$ cat src/rtl/mem_req_arbiter_pkg.sv
// Shared types for the line-miss arbiter: requester ids, arbiter state,
// line geometry and a small grant helper.
package rv32i_types;

  localparam int LINE_BYTES = 32;
  localparam int OFFSET_W   = $clog2(LINE_BYTES);

  // Which requester currently owns the adapter.
  typedef enum logic [1:0] {
    inst_t = 2'b00,
    data_t = 2'b01,
    pref_t = 2'b10
  } servicing_t;

  typedef enum logic {
    arb_idle_s,
    arb_busy_s
  } arb_state_t;

  // Only demand grants take part in the round-robin history.
  function automatic logic is_demand(servicing_t s);
    return (s != pref_t);
  endfunction

endpackage

$ cat src/rtl/mem_req_arbiter_if.sv
// Bundle of the three requester ports plus the adapter (DFP) port.
// slave = arbiter view, master = the caches/prefetcher/adapter side.
interface mem_req_arbiter_if #(
  parameter int ADDR_W = 32,
  parameter int LINE_W = 256
);
  // icache
  logic [ADDR_W-1:0] i_addr;
  logic              i_read;
  logic [LINE_W-1:0] i_rdata;
  logic              i_resp;
  // dcache
  logic [ADDR_W-1:0] d_addr;
  logic              d_read;
  logic              d_write;
  logic [LINE_W-1:0] d_wdata;
  logic [LINE_W-1:0] d_rdata;
  logic              d_resp;
  // prefetcher
  logic [ADDR_W-1:0] p_addr;
  logic              p_read;
  logic [LINE_W-1:0] p_rdata;
  logic              p_resp;
  // burst adapter
  logic [ADDR_W-1:0] dfp_addr;
  logic              dfp_read;
  logic              dfp_write;
  logic [LINE_W-1:0] dfp_wdata;
  logic [LINE_W-1:0] dfp_rdata;
  logic              dfp_resp;

  modport slave (
    input  i_addr, i_read, d_addr, d_read, d_write, d_wdata,
           p_addr, p_read, dfp_rdata, dfp_resp,
    output i_rdata, i_resp, d_rdata, d_resp, p_rdata, p_resp,
           dfp_addr, dfp_read, dfp_write, dfp_wdata
  );

  modport master (
    output i_addr, i_read, d_addr, d_read, d_write, d_wdata,
           p_addr, p_read, dfp_rdata, dfp_resp,
    input  i_rdata, i_resp, d_rdata, d_resp, p_rdata, p_resp,
           dfp_addr, dfp_read, dfp_write, dfp_wdata
  );
endinterface

$ cat src/rtl/mem_req_arbiter_picker.sv
// Combinational grant choice: demand before prefetch, demand ties go to
// the port that was not served last.
module mem_grant_picker
  import rv32i_types::*;
(
  input  logic       i_req_i,
  input  logic       d_req_i,
  input  logic       p_req_i,
  input  servicing_t last_demand_i,
  output servicing_t grant_o,
  output logic       valid_o
);

  // Priority pick; prefetch only sees bandwidth no demand port wants.
  always_comb begin
    grant_o = inst_t;
    valid_o = 1'b0;
    if (i_req_i && d_req_i) begin
      valid_o = 1'b1;
      grant_o = (last_demand_i == inst_t) ? data_t : inst_t;
    end else if (i_req_i) begin
      valid_o = 1'b1;
      grant_o = inst_t;
    end else if (d_req_i) begin
      valid_o = 1'b1;
      grant_o = data_t;
    end else if (p_req_i) begin
      valid_o = 1'b1;
      grant_o = pref_t;
    end
  end

endmodule

$ cat src/rtl/mem_req_arbiter.sv
// Serialises icache / dcache / prefetch line transactions onto the single
// burst adapter, one line at a time.
module mem_req_arbiter
  import rv32i_types::*;
#(
  parameter int ADDR_W = 32,
  parameter int LINE_W = 256
) (
  input  logic             clk,
  input  logic             rst,
  mem_req_arbiter_if.slave bus
);

  arb_state_t state_q, state_d;
  servicing_t grant_q, grant_d;
  servicing_t last_demand_q, last_demand_d;

  servicing_t pick_grant;
  logic       pick_valid;
  logic       granted_req;
  logic [ADDR_W-1:0] sel_addr;

  mem_grant_picker u_picker (
    .i_req_i       (bus.i_read),
    .d_req_i       (bus.d_read | bus.d_write),
    .p_req_i       (bus.p_read),
    .last_demand_i (last_demand_q),
    .grant_o       (pick_grant),
    .valid_o       (pick_valid)
  );

  // Next-state: grant only from IDLE, so every resp is followed by at
  // least one IDLE cycle and the served requester has dropped by then.
  always_comb begin
    state_d       = state_q;
    grant_d       = grant_q;
    last_demand_d = last_demand_q;
    case (state_q)
      arb_idle_s: begin
        if (pick_valid) begin
          state_d = arb_busy_s;
          grant_d = pick_grant;
          if (is_demand(pick_grant)) last_demand_d = pick_grant;
        end
      end
      arb_busy_s: begin
        if (bus.dfp_resp) state_d = arb_idle_s;
      end
      default: state_d = arb_idle_s;
    endcase
  end

  // State registers; async reset abandons any in-flight line.
  always_ff @(posedge clk or posedge rst) begin
    if (rst) begin
      state_q       <= arb_idle_s;
      grant_q       <= inst_t;
      last_demand_q <= inst_t;
    end else begin
      state_q       <= state_d;
      grant_q       <= grant_d;
      last_demand_q <= last_demand_d;
    end
  end

  // Address and live request of whichever port holds the grant.
  always_comb begin
    case (grant_q)
      inst_t:  begin sel_addr = bus.i_addr; granted_req = bus.i_read; end
      data_t:  begin sel_addr = bus.d_addr; granted_req = bus.d_read | bus.d_write; end
      default: begin sel_addr = bus.p_addr; granted_req = bus.p_read; end
    endcase
  end

  // Adapter drive and resp routing; everything is quiet outside BUSY.
  always_comb begin
    bus.dfp_addr  = '0;
    bus.dfp_read  = 1'b0;
    bus.dfp_write = 1'b0;
    bus.dfp_wdata = '0;
    bus.i_resp    = 1'b0;
    bus.d_resp    = 1'b0;
    bus.p_resp    = 1'b0;
    if (state_q == arb_busy_s) begin
      bus.dfp_addr = {sel_addr[ADDR_W-1:OFFSET_W], {OFFSET_W{1'b0}}};
      case (grant_q)
        data_t: begin
          bus.dfp_read  = bus.d_read;
          bus.dfp_write = bus.d_write;
          bus.dfp_wdata = bus.d_write ? bus.d_wdata : '0;
          bus.d_resp    = bus.dfp_resp;
        end
        inst_t: begin
          bus.dfp_read = 1'b1;
          bus.i_resp   = bus.dfp_resp;
        end
        default: begin
          bus.dfp_read = 1'b1;
          bus.p_resp   = bus.dfp_resp;
        end
      endcase
    end
  end

  // Read data fans out unqualified; resp is the only qualifier.
  assign bus.i_rdata = bus.dfp_rdata;
  assign bus.d_rdata = bus.dfp_rdata;
  assign bus.p_rdata = bus.dfp_rdata;

  // Adapter must not respond while nothing is outstanding.
  a_resp_in_idle: assert property (@(posedge clk) disable iff (rst)
    !(state_q == arb_idle_s && bus.dfp_resp));

  // Granted requester must hold its request until the resp.
  a_req_held: assert property (@(posedge clk) disable iff (rst)
    (state_q == arb_busy_s && !bus.dfp_resp) |-> granted_req);

  // dcache never asks for read and writeback together.
  a_d_rw_excl: assert property (@(posedge clk) disable iff (rst)
    !(bus.d_read && bus.d_write));

endmodule
$ cat src/flat_wrapper.sv
// flat-port wrapper written by rule: the top's interface ports become plain ports
module mem_req_arbiter_flat import rv32i_types::*;
#(
  parameter int ADDR_W = 32,
  parameter int LINE_W = 256
)
  (clk, rst, bus_i_addr, bus_i_read, bus_d_addr, bus_d_read, bus_d_write, bus_d_wdata, bus_p_addr, bus_p_read, bus_dfp_rdata, bus_dfp_resp, bus_i_rdata, bus_i_resp, bus_d_rdata, bus_d_resp, bus_p_rdata, bus_p_resp, bus_dfp_addr, bus_dfp_read, bus_dfp_write, bus_dfp_wdata);
  mem_req_arbiter_if #(.ADDR_W(ADDR_W), .LINE_W(LINE_W)) bus_i ();
  input  logic clk;
  input  logic rst;
  input wire logic [$bits(bus_i.i_addr)-1:0] bus_i_addr;
  input wire logic [$bits(bus_i.i_read)-1:0] bus_i_read;
  input wire logic [$bits(bus_i.d_addr)-1:0] bus_d_addr;
  input wire logic [$bits(bus_i.d_read)-1:0] bus_d_read;
  input wire logic [$bits(bus_i.d_write)-1:0] bus_d_write;
  input wire logic [$bits(bus_i.d_wdata)-1:0] bus_d_wdata;
  input wire logic [$bits(bus_i.p_addr)-1:0] bus_p_addr;
  input wire logic [$bits(bus_i.p_read)-1:0] bus_p_read;
  input wire logic [$bits(bus_i.dfp_rdata)-1:0] bus_dfp_rdata;
  input wire logic [$bits(bus_i.dfp_resp)-1:0] bus_dfp_resp;
  output wire logic [$bits(bus_i.i_rdata)-1:0] bus_i_rdata;
  output wire logic [$bits(bus_i.i_resp)-1:0] bus_i_resp;
  output wire logic [$bits(bus_i.d_rdata)-1:0] bus_d_rdata;
  output wire logic [$bits(bus_i.d_resp)-1:0] bus_d_resp;
  output wire logic [$bits(bus_i.p_rdata)-1:0] bus_p_rdata;
  output wire logic [$bits(bus_i.p_resp)-1:0] bus_p_resp;
  output wire logic [$bits(bus_i.dfp_addr)-1:0] bus_dfp_addr;
  output wire logic [$bits(bus_i.dfp_read)-1:0] bus_dfp_read;
  output wire logic [$bits(bus_i.dfp_write)-1:0] bus_dfp_write;
  output wire logic [$bits(bus_i.dfp_wdata)-1:0] bus_dfp_wdata;
  assign bus_i.i_addr = bus_i_addr;
  assign bus_i.i_read = bus_i_read;
  assign bus_i.d_addr = bus_d_addr;
  assign bus_i.d_read = bus_d_read;
  assign bus_i.d_write = bus_d_write;
  assign bus_i.d_wdata = bus_d_wdata;
  assign bus_i.p_addr = bus_p_addr;
  assign bus_i.p_read = bus_p_read;
  assign bus_i.dfp_rdata = bus_dfp_rdata;
  assign bus_i.dfp_resp = bus_dfp_resp;
  assign bus_i_rdata = bus_i.i_rdata;
  assign bus_i_resp = bus_i.i_resp;
  assign bus_d_rdata = bus_i.d_rdata;
  assign bus_d_resp = bus_i.d_resp;
  assign bus_p_rdata = bus_i.p_rdata;
  assign bus_p_resp = bus_i.p_resp;
  assign bus_dfp_addr = bus_i.dfp_addr;
  assign bus_dfp_read = bus_i.dfp_read;
  assign bus_dfp_write = bus_i.dfp_write;
  assign bus_dfp_wdata = bus_i.dfp_wdata;
  mem_req_arbiter #(.ADDR_W(ADDR_W), .LINE_W(LINE_W)) u_core (.clk(clk), .rst(rst), .bus(bus_i));
endmodule
$ cat config.mk
export PLATFORM = sky130hd
export DESIGN_NAME = mem_req_arbiter_flat
export DESIGN_NICKNAME = d
export VERILOG_FILES = /design/src/rtl/mem_req_arbiter_pkg.sv /design/src/rtl/mem_req_arbiter_if.sv /design/src/rtl/mem_req_arbiter_picker.sv /design/src/rtl/mem_req_arbiter.sv /design/src/flat_wrapper.sv
export SDC_FILE = /design/constraint.sdc
export NUM_CORES = 1
export LEC_CHECK = 0
export ABC_AREA = 1
export ABC_CLOCK_PERIOD_IN_PS = 1600
export CAP_MARGIN = 0
export CELL_PAD_IN_SITES_DETAIL_PLACEMENT = 1
export CELL_PAD_IN_SITES_GLOBAL_PLACEMENT = 2
export CORE_AREA = 2 2 647 649
export CTS_CLUSTER_SIZE = 12
export DETAILED_ROUTE_END_ITERATION = 16
export DIE_AREA = 0 0 649 651
export GPL_TIMING_DRIVEN = 0
export PLACE_DENSITY = 0.31
export SYNTH_ARGS = -nofsm -noshare
export SYNTH_HDL_FRONTEND = slang
export SYNTH_HIERARCHICAL = 1
export SYNTH_SLANG_ARGS = --single-unit
$ cat constraint.sdc
create_clock -name clk -period 1.6 [get_ports clk]
set_input_delay 0.16 -clock clk [delete_from_list [all_inputs] [get_ports clk]]
set_output_delay 0.16 -clock clk [all_outputs]
set_load 0.02 [all_outputs]
# Yosys cells after proc, flatten, opt, wreduce, memory -nomap -nowiden
# Index checks and enable logic that the tools add are counted.
dict set report classes {
  n_eq_ne 2
  n_mux 27
  bitwise_logic 2
  reduce_logical 6
}
# op n
set ops {}
lappend ops {{2-to-1 mux 256 bit} 3}
lappend ops {{one-hot mux 32 bit (2 select lines)} 1}
lappend ops {{2-to-1 mux 32 bit} 1}
lappend ops {{2-to-1 mux 1 bit} 17}
lappend ops {{2-to-1 mux 2 bit} 4}
lappend ops {{zero test 2 bit} 2}
lappend ops {{AND reduction 3 bit} 1}
lappend ops {{equality test 2 x 1 -> 1 bit, second input constant} 1}
lappend ops {{!= test 2 bit, second input constant} 1}
lappend ops {{one-hot mux 1 bit (2 select lines)} 1}
lappend ops {{AND reduction 2 bit} 1}
lappend ops {{OR reduction 2 bit} 1}
lappend ops {{logical AND 1 bit} 1}
lappend ops {{inverter 1 bit} 1}
lappend ops {{OR 1 bit} 1}
dict set report totals {
  register_bits 5
  input_bits 615
  out_inout_bits 1061
  word_cells 40
}

# Depth between registers and ports, before layout
# Gate-level depths: netlist of run 1.
dict set report logic_depth {
  word_depth 6
  mapped_depth 7
  depth_no_buf 7
}

# Modules after synthesis
# The synthesis of run 1 kept the hierarchy.
# mod instances cells_each area_per_inst_um2 seq_area_each_um2
set by_module_without_submodules {}
lappend by_module_without_submodules {mem_req_arbiter 1 1522 8856.0 125.1}
lappend by_module_without_submodules {mem_grant_picker 1 11 50.0 0.0}

# Least setup slack after synthesis of run 1
# OpenSTA, ideal clock, no wires.
dict set report synth_timing {
  path_type {register -> output}
  startpoint {register u_core.grant_q[1]}
  endpoint {output port bus_i_resp}
  arrival_time_ns 1.246
  setup_slack_ns 0.194
  stages_incl_launch_ff 4
  cell_sequence {dfrtp_1 -> buf_2 -> buf_2 -> nor3_1}
}
dict set report synth_between {
  elab_chain_len 3
}
# item line
set synth_lines {}
lappend synth_lines {{start: declaration} mem_req_arbiter.sv:15} ;# servicing_t grant_q, grant_d;
lappend synth_lines {{start signal: assignment} mem_req_arbiter.sv:57} ;# grant_q <= inst_t;
lappend synth_lines {{start signal: assignment} mem_req_arbiter.sv:61} ;# grant_q <= grant_d;
lappend synth_lines {{zero test 2 bit} mem_req_arbiter.sv:86} ;# case (grant_q)
lappend synth_lines {{2-to-1 mux 1 bit} mem_req_arbiter.sv:86}
lappend synth_lines {{2-to-1 mux 1 bit} mem_req_arbiter.sv:84} ;# if (state_q == arb_busy_s) begin
lappend synth_lines {{end: declaration} flat_wrapper.sv:22} ;# output wire logic [$bits(bus_i.i_resp)-1:0] bus_i_resp;
# No other way between the ends.

# Final worst setup path of run 1
dict set report layout_timing {
  startpoint {register u_core.grant_q[1]}
  endpoint {output port bus_dfp_wdata[116]}
}
dict set report layout_between {
  elab_chain_len 3
}
# item line
set layout_lines {}
lappend layout_lines {{equality test 2 x 1 -> 1 bit} mem_req_arbiter.sv:86}
lappend layout_lines {{2-to-1 mux 256 bit} mem_req_arbiter.sv:86}
lappend layout_lines {{2-to-1 mux 256 bit} mem_req_arbiter.sv:84}
lappend layout_lines {{end: declaration} flat_wrapper.sv:30} ;# output wire logic [$bits(bus_i.dfp_wdata)-1:0] bus_dfp_wdata;
# No other way between the ends.

==> reports/metrics.csv, run 1 <==
metric;value;unit
outcome;finished, violations left;
violations;negative setup slack;
wl_per_cell;30.0;um
syn_avg_cell_area;5.81;sq um
rsz0062_at_grt;true;
vias;15000;
min_period_over_period;125;%
start_kind;register;
synth_edf_count;0;
postLayoutCellArea;32300;sq um
drc;0;
hold_class;input pin to asynchronous set/reset pin;
r2r-start;u_core/state_q$_DFF_PP0_;
async_reset_ff_share;100;%
rows;237;
crit_chain;inv_4, nand4_4, buf_12, buf_8, buf_12, nor2_4, buf_6;
grt_use_total;11.6;%
stdcell_count;8493;
path_class;register to output pin;
cp.buffers_inverters;5;
layout_setup_ws;-0.405;ns
vias_per_cell;1.77;
slew_viol_final;0;
cp.arrival;1.84;ns
skew;0.000433;ns
die_y;651;um
crit_family;buffers and inverters;
io_pins;1676;
yosys_register_bits;5;
antenna_found_initial;208;
synthTopCellsByArea;buf_4 (65%), inv_1 (12%), nor2_1 (11%), nand2_1 (3.9%), nand3_1 (3.0%);
slew-limit-headroom;40.6;%
area_delta_synth_final;262;%
root_buffer;clkbuf_16;
slowest_delay;0.44;ns
start_util;2.14;%
post-route-min-period;2.00;ns
peakVddDrop;359;uV
clockBufferDepth;2;
cp_slowest_cell;dfrtp_2;
postRouteAntennaNets;0;
grt_pass1_wl;290000;um
synth_top_area_share;65.2;%
finalWirelength;255000;um
drtPass1Iterations;4;
drv_cap;0;
drive_gt1_share;46.2;%
p_total;19200;uW
crit_path_end_kind;output pin;
cp_data_required_time;1.44;ns
htree_levels;1;
leakagePower;0.0132;uW
cts_sinks;5;
tightest_slew;0.888;ns
fmax;499;MHz
synthTopCellsByCount;buf_4 (773), inv_1 (291), nor2_1 (260);
yosysTopAreaCell;buf_4;
first_iter_violations;520;
grt_max_degree;11;
grt_overflow;0;
ys_warn_count;6;
synth.cell_area;8910;sq um
synth_flop_cell;dfrtp_1;
post-synth-top-count-cell;buf_4;
dieArea;422000;sq um
post-place-cells;8433;
hold_violations;0;
grt_pass1_vias;15400;
cts-hold-fix-buffers;0;
cts_tree;done;
startpoint;u_core/grant_q[1]$_DFFE_PP0P_;
globalplace.congestion;0.875;
cp_common_cell;buf_12;
power.density;594;nW/um^2
synthCells;1533;
chipWidth;649;um
nNetsFinal;3575;
crit_path_max_fanout;11;
synth_cell_types;18;
seq_area_frac_synth;1.40;%
final-setup-viol-count;286;
post-route-util;7.77;%
clk_pin_slew;0.03;ns
port_buffers;1399;
fin_tns_setup;-78.43;ns
insertion_delay;0.23;ns
cts-buffers-inserted;3;
hpwl;248000;um
core_area;415000;sq um
placed_area;29800;sq um
==> per-layer routing <==
metal / global-route usage, % / vias to the layer above / wire [um] / share of wire (%)
met5: 0 / - / 563 / 0.22
met4: 0.781 / 90 / 3330 / 1.3
met3: 7.48 / 318 / 38600 / 15
met2: 19.7 / 1226 / 120000 / 47
met1: 12.4 / 6897 / 92300 / 36
li1: - / 6467 / - / -
==> registers in the layout, summed over array words and instances (netlist names) <==
signal / flops
u_core/last_demand_q: 2
u_core/state_q: 1
u_core/grant_q: 2
==> final timing paths <==
check                                                 endpoint  slack, ns  depth (start not counted)
min in group clk           u_core/last_demand_q[1]$_DFFE_PP0P_       0.56                          2
setup reg to reg           u_core/last_demand_q[1]$_DFFE_PP0P_       0.41                          6
max in group asynchronous             u_core/state_q$_DFF_PP0_       1.24                          2
hold / removal             u_core/last_demand_q[0]$_DFFE_PP0P_       0.15                          2
hold reg to reg            u_core/last_demand_q[1]$_DFFE_PP0P_       0.56                          2
setup / recovery                            bus_dfp_wdata[116]      -0.40                          7
==> cell families after synthesis <==
group / share of synthesized area, %
AO/OA/AOI/OAI: 0.281
buffers and inverters: 79.8
flip-flops: 1.40
other: 0.0421
AND/OR/NAND/NOR: 18.5
==> where the power goes <==
group,switching [uW],total (uW),internal [uW]
clock,74.7,404,329
sequential,92.7,286,194
combinational,10600,18500,7870
total,10800,19200,8390
==> final cells by class <==
cell class / instances / area (sq um)
sequential: 5 / 128
multi-input combinational: 423 / 2860
fill: 49500 / 383000
tap: 5497 / 6880
clock buffer: 4 / 78.8
inverter: 293 / 1100
antenna: 37 / 92.6
buffer: 816 / 6390
timing repair buffer: 1418 / 14700
==> metrics by stage <==
| step | worst slack (ns) | hold slack [ns] |
|---|---|---|
| 3_5_place_dp | -2.01 | 0.411 |
| 6_report | -0.405 | 0.151 |
| 3_3_place_gp | -2.04 | 0.419 |
| 5_1_grt | -0.437 | 0.172 |
| 4_1_cts | -0.454 | 0.171 |
| 2_1_floorplan | 0.194 | -0.0615 |
==> timing repair <==
item / in CTS / in global routing
cloned: 1 / 4
endpoints found under the setup margin: 288 / 290
gates resized for setup: 1776 / 706
buffers inserted: 7 / 7
pin swaps: 6 / 9
==> cells in the final DEF, fill, tap and decap left out <==
cell type,instances
buf_16,1
clkbuf_1,1
o21ai_2,1
a21oi_1,2
inv_4,1
o21ai_0,2
dfrtp_1,3
nand2_4,16
buf_4,891
nor2_1,99
inv_1,275
clkbuf_2,1
nand3_1,35
nand3_4,1
buf_8,37
buf_2,8
clkdlybuf4s50_1,1111
dfrtp_2,2
nand3_2,18
diode_2,37
nor2_2,75
nor2_4,88
clkbuf_16,8
nand4_4,1
inv_2,17
nor3_1,1
or2_2,1
nand2_2,17
buf_6,112
clkdlybuf4s15_2,2
clkbuf_4,3
nor3_2,1
nand2_1,57
buf_12,63
conb_1,5
nand2_8,3
No activity file was read; power rests on OpenSTA's default activity.
==> run 2: changes to the inputs <==
--- a/config.mk
+++ b/config.mk
@@ -6,7 +6,7 @@
 export NUM_CORES = 1
 export LEC_CHECK = 0
 export ABC_AREA = 1
-export ABC_CLOCK_PERIOD_IN_PS = 1600
+export ABC_CLOCK_PERIOD_IN_PS = 2000
 export CAP_MARGIN = 0
 export CELL_PAD_IN_SITES_DETAIL_PLACEMENT = 1
 export CELL_PAD_IN_SITES_GLOBAL_PLACEMENT = 2
==> constraint.sdc (replaced) <==
create_clock -name clk -period 2 [get_ports clk]
set_input_delay 0.2 -clock clk [delete_from_list [all_inputs] [get_ports clk]]
set_output_delay 0.2 -clock clk [all_outputs]
set_load 0.02 [all_outputs]
==> run 2 against run 1 <==
  * The run still ends with negative setup slack left
  * Global-route usage about the same
  * Cell area fell by 3.4%
  * Clock power is 20% lower
  * Via count fell by 0.26%
  * Hold slack improved by 0.041 ns
  * Non-clock buffer count down 11
  * Utilization is 0.26 points lower
  * Sequential power decreased by 12%
  * Power fell by 28%
  * First-iteration DRC count rose by 0.38%
  * Critical path depth unchanged
  * Largest cell class unchanged
  * Largest power group unchanged
==> reports/metrics.csv, run 2 (synthesis results as in run 1) <==
metric;value;unit;change
outcome;finished, violations left;;
violations;negative setup slack;;
antenna_found_initial;208;;unchanged
fmax;485;MHz;
path_class;register to output pin;;
crit_path_end_kind;output pin;;
drc;0;;unchanged
layout_common_cells;clkdlybuf4s50_1 (1110), buf_4 (868), inv_1 (290);;
cp_slowest_cell;dfrtp_2;;
final_common_cell;clkdlybuf4s50_1;;
grt_max_degree;11;;unchanged
die_y;651;um;unchanged
pwr-share-clk;2.3;%;+0.2 points
power_frac_seq;1.8;%;+0.3 points
final-setup-viol-count;10;;-97%
insertion_delay;0.23;ns;about the same
cp.buffers_inverters;5;;unchanged
leakagePower;0.0128;uW;-2.5%
grt_pass1_vias;15400;;-0.052%
rsz0062_at_grt;true;;
post-route-util;7.51;%;-0.26 points
grt_pass1_wl;290000;um;about the same
hold_class;input pin to asynchronous set/reset pin;;
p_total;13900;uW;-28%
p_sw;8080;uW;-25%
p_sw_share;58.3;%;+2.0 points
cts_tree;done;;
power.density;445;nW/um^2;-25%
post-place-cells;8433;;unchanged
drv_cap;0;;unchanged
grt_use_total;11.6;%;about the same
grt_overflow;0;;unchanged
area_delta_synth_final;250;%;
fin_tns_setup;-0.219;ns;+78.21 ns
root_buffer;clkbuf_16;;
reg_top3;u_core/grant_q (2), u_core/last_demand_q (2), u_core/state_q (1);;
multi_input_area;2460;sq um;-14%
drtPass1Iterations;4;;unchanged
crit_path_max_fanout;11;;unchanged
tightest_slew;0.888;ns;+0.000128 ns
postRouteAntennaNets;0;;unchanged
peakVddDrop;200;uV;-44%
dieArea;422000;sq um;unchanged
cts-hold-fix-buffers;0;;unchanged
hpwl;248000;um;unchanged
rows;237;;unchanged
internal-power;5790;uW;-31%
cts-buffers-inserted;3;;unchanged
globalplace.congestion;0.875;;unchanged
min_period_over_period;103;%;
htree_levels;1;;unchanged
placed_area;29800;sq um;unchanged
postLayoutCellArea;31200;sq um;-3.4%
post-route-min-period;2.06;ns;
start_kind;register;;
vias;15000;;-0.26%
skew;0.000515;ns;+0.0000812 ns
slew-limit-headroom;40.6;%;about the same
nNetsFinal;3564;;-0.31%
drive_gt1_share;42.8;%;-3.4 points
first_iter_violations;522;;+0.38%
hold_violations;0;;unchanged
crit_chain;inv_4, nand4_4, buf_12, buf_8, buf_6, nor2_4, buf_6;;
cp_data_required_time;1.80;ns;+0.36 ns
slowest_delay;0.44;ns;about the same
clk_pin_slew;0.03;ns;about the same
chipWidth;649;um;unchanged
cts_sinks;5;;unchanged
seq_area;129;sq um;+0.98%
port_buffers;1399;;unchanged
core_area;415000;sq um;unchanged
fillCellCount;49600;;+0.22%
clockBufferDepth;2;;unchanged
stdcell_count;8488;;-0.059%
io_pins;1676;;unchanged
cp_common_cell;buf_6;;
cp.arrival;1.86;ns;+0.02 ns
finalWirelength;255000;um;about the same
slew_viol_final;0;;unchanged
layout_setup_ws;-0.0620;ns;+0.343 ns
wl_per_cell;30.0;um;about the same
power_frac_comb;95.9;%;-0.5 points
crit_family;buffers and inverters;;
vias_per_cell;1.76;;-0.20%
start_util;2.14;%;unchanged
==> run 2: power groups by stage <==
stage,registers (uW),logic (uW),clock network (uW)
floorplan,190,4970,0
global placement,216,13000,0
detailed placement,218,12900,0
CTS,232,13600,331
global route,264,14300,340
finish,251,13300,323
==> run 2: timing repair <==
item	CTS	global route
resized for setup	1894	229
setup endpoints to repair	288	227
gates cloned	1	2
buffers inserted	4	2
pin swaps	7	6
==> run 2: final timing paths <==
kind	from	endpoint	slack [ns]	cells after the start
max	u_core/grant_q[1]$_DFFE_PP0P_	bus_dfp_wdata[124]	-0.06	7
min	rst	u_core/last_demand_q[0]$_DFFE_PP0P_	0.19	2
max reg2reg	u_core/state_q$_DFF_PP0_	u_core/last_demand_q[0]$_DFFE_PP0P_	0.95	4
min reg2reg	u_core/last_demand_q[1]$_DFFE_PP0P_	u_core/last_demand_q[1]$_DFFE_PP0P_	0.56	2
max in group asynchronous	rst	u_core/grant_q[0]$_DFFE_PP0P_	1.60	2
min in group clk	u_core/last_demand_q[1]$_DFFE_PP0P_	u_core/last_demand_q[1]$_DFFE_PP0P_	0.56	2
==> run 2: cell type report <==
type                       instances  area share, %
timing repair buffer            1408           45.3
tap                             5497           22.1
buffer                           815           20.2
multi-input combinational        423           7.90
inverter                         293           3.54
sequential                         5          0.413
antenna                           43          0.345
clock buffer                       4          0.253
==> run 2: stage by stage <==
stage                     hold slack (ns)  setup slack [ns]
after global placement              0.459             -1.72
after detailed placement            0.451             -1.69
after floorplan                   -0.0215             0.554
final                               0.191           -0.0620
after CTS                           0.211            -0.112
after global routing                0.212           -0.0935
==> run 2: layer usage <==
metal / up-vias / GRT usage (%) / wire (um)
li1: 6459 / - / -
met1: 6880 / 12.4 / 94200
met2: 1232 / 19.7 / 120000
met3: 308 / 7.49 / 36800
met4: 80 / 0.708 / 3100
met5: - / 0 / 504
==> run 2: worst register-to-register path: cells and delay by family, from the launching register on <==
kind                   cells  cell delay [ns]
AOI/OAI and AO/OA          1             0.19
buffers and inverters      1             0.09
DFF                        1             0.46
and+or+nand+nor            2             0.20
==> run 3: changes to the inputs <==
--- a/config.mk
+++ b/config.mk
@@ -8,14 +8,14 @@
 export ABC_AREA = 1
 export ABC_CLOCK_PERIOD_IN_PS = 2000
 export CAP_MARGIN = 0
-export CELL_PAD_IN_SITES_DETAIL_PLACEMENT = 1
+export CELL_PAD_IN_SITES_DETAIL_PLACEMENT = 2
 export CELL_PAD_IN_SITES_GLOBAL_PLACEMENT = 2
 export CORE_AREA = 2 2 647 649
 export CTS_CLUSTER_SIZE = 12
 export DETAILED_ROUTE_END_ITERATION = 16
 export DIE_AREA = 0 0 649 651
 export GPL_TIMING_DRIVEN = 0
-export PLACE_DENSITY = 0.31
+export PLACE_DENSITY = 0.42
 export SYNTH_ARGS = -nofsm -noshare
 export SYNTH_HDL_FRONTEND = slang
 export SYNTH_HIERARCHICAL = 1
==> run 3 against run 2 <==
  * The run still ends with negative setup slack left
  * Combinational power about the same
  * Setup slack gained 0.013 ns
  * Sequential power down 10%
  * Cell area is 0.87% lower
  * First-iteration DRC count decreased by 14%
  * Final cell count down 0.13%
  * Die area stayed put
  * Clock skew increased by 0.0014 ns
  * Hold slack improved by 0.014 ns
  * Clock power up 1%
  * Via count up 3.0%
  * Clock-buffer cell count unchanged
==> reports/metrics.csv, run 3 (synthesis results as in run 1) <==
metric;value;unit;change
reg_top3;u_core/grant_q (2), u_core/last_demand_q (2), u_core/state_q (1);;
rows;237;;unchanged
hold_class;input pin to asynchronous set/reset pin;;
grt_max_degree;11;;unchanged
crit_path_max_fanout;10;;-1
rrSetupSlack;0.90;ns;-0.05 ns
r2r-start;u_core/grant_q[1]$_DFFE_PP0P_;;
nNetsFinal;3565;;+0.028%
io_pins;1676;;unchanged
grt_pass1_vias;15900;;+3.4%
insertion_delay;0.23;ns;about the same
power_frac_seq;1.7;%;about the same
slew_viol_final;0;;unchanged
post-route-min-period;2.05;ns;-0.0132 ns
pwr-share-clk;2.4;%;about the same
finalWirelength;277000;um;+8.7%
leakagePower;0.0128;uW;-0.59%
fmax;488;MHz;+0.64%
clk_pin_slew;0.03;ns;about the same
postLayoutCellArea;30900;sq um;-0.87%
post-place-cells;8433;;unchanged
die_y;651;um;unchanged
core_area;415000;sq um;unchanged
chipWidth;649;um;unchanged
grt_overflow;0;;unchanged
wl_per_cell;32.7;um;+8.8%
min_period_over_period;102;%;-0.66 points
drv_cap;0;;unchanged
vias;15400;;+3.0%
hpwl;268000;um;+8.2%
holdWs;0.205;ns;+0.0139 ns
rsz0062_at_grt;true;;
placed_area;29800;sq um;unchanged
tightest_slew;0.866;ns;-0.0227 ns
clockBufferDepth;2;;unchanged
p_sw_share;58.4;%;+0.094 points
cp.arrival;1.85;ns;about the same
drtPass1Iterations;4;;unchanged
final-setup-viol-count;14;;+4
worstReg2RegEnd;u_core/grant_q[1]$_DFFE_PP0P_;;
final_common_cell;clkdlybuf4s50_1;;
path_class;register to output pin;;
vias_per_cell;1.82;;+3.1%
start_kind;register;;
area_delta_synth_final;247;%;
fillCellCount;49400;;-0.30%
fin_tns_setup;-0.245;ns;-0.0261 ns
start_util;2.14;%;unchanged
outcome;finished, violations left;;
grt_use_total;12.6;%;+1.0 points
stdcell_count;8477;;-0.13%
postRouteAntennaNets;0;;unchanged
dieArea;422000;sq um;unchanged
skew;0.00188;ns;+0.00137 ns
root_buffer;clkbuf_16;;
drive_gt1_share;42.7;%;-0.18 points
first_iter_violations;448;;-14%
violations;negative setup slack;;
hold_violations;0;;unchanged
power_frac_comb;95.9;%;about the same
power.density;441;nW/um^2;-0.91%
cts_tree;done;;
antenna_found_initial;259;;+25%
grt_pass1_wl;314000;um;+8.2%
drc;0;;unchanged
layout_setup_ws;-0.0489;ns;+0.0132 ns
cts-buffers-inserted;3;;unchanged
globalplace.congestion;0.813;;-7.1%
port_buffers;1399;;unchanged
p_sw;7950;uW;-1.6%
p_total;13600;uW;-1.8%
cts_sinks;5;;unchanged
cp_data_required_time;1.80;ns;about the same
peakVddDrop;274;uV;+37%
r2r_cells;3;;-1
layout_common_cells;clkdlybuf4s50_1 (1110), buf_4 (899), inv_1 (291);;
htree_levels;1;;unchanged
internal-power;5670;uW;-2.0%
slew-limit-headroom;42.1;%;+1.5 points
crit_path_end_kind;output pin;;
[run 3: cell types whose count changed in the layout (fill, tap and decap cells not counted), sizes merged]
cell           change
buf                -6
clkdlybuf4s18      +1
dlygate4sd2        -1
dlymetal6s2s       +1
diode             -12
bufbuf             -1
clkdlybuf4s15      +3
clkbuf             +4
[run 3: worst max path at each step]
stage | startpoint | end | depth (start not counted)
floorplan | u_core/grant_q[1]$_DFFE_PP0P_ | bus_i_resp | 3
global placement | bus_d_write | bus_dfp_wdata[164] | 6
detailed placement | bus_d_write | bus_dfp_wdata[164] | 6
CTS | u_core/grant_q[1]$_DFFE_PP0P_ | bus_dfp_wdata[164] | 7
global route | u_core/grant_q[1]$_DFFE_PP0P_ | bus_dfp_wdata[164] | 7
finish | u_core/grant_q[1]$_DFFE_PP0P_ | bus_dfp_wdata[165] | 7
[run 3: metal layers]
metal | global-route usage (%) | vias up | share of wire [%] | wire length (um)
li1 | - | 6433 | - | -
met1 | 13.7 | 7165 | 37 | 103000
met2 | 21.6 | 1352 | 47 | 130000
met3 | 7.80 | 392 | 14 | 39400
met4 | 0.559 | 62 | 1.3 | 3730
met5 | 0 | - | 0.14 | 392
[run 3: critical path, cell delays in order (launching register included)]
cell and delay (ns):
dfrtp_2 0.45, inv_4 0.10, nand4_4 0.11, buf_12 0.17, buf_12 0.17, buf_12 0.17
nor2_4 0.22, buf_8 0.18
[run 3: timing repair]
item / in CTS / in global routing
pin swaps: 5 / 4
cloned: 0 / 2
setup buffers: 2 / 5
endpoints found under the setup margin: 288 / 238
gates resized for setup: 1818 / 248
hold buffers: 0 / 0
[run 3: layout make-up]
class	instances	area (sq um)	area share, %
flip-flops and latches	5	128	0.413
repair buffers	1408	14000	45.4
inverters	293	1100	3.57
multi-input cells	423	2300	7.46
well taps	5497	6880	22.3
diodes	31	77.6	0.251
plain buffers	816	6320	20.5
clock buffers	4	78.8	0.255
[run 3: power groups by stage]
stage | clock (uW) | sequential (uW) | combinational (uW)
after floorplan | 0 | 190 | 4970
after global placement | 0 | 208 | 12800
after detailed placement | 0 | 207 | 12800
after CTS | 332 | 225 | 13100
after global routing | 344 | 232 | 14000
final | 327 | 225 | 13100
[run 3: per-stage QoR]
step	worst slack (ns)	utilization [%]
6_report	-0.0489	7.44
5_1_grt	-0.0943	7.43
4_1_cts	-0.109	7.25
3_5_place_dp	-1.75	7.17
3_3_place_gp	-1.71	7.17
2_1_floorplan	0.554	-
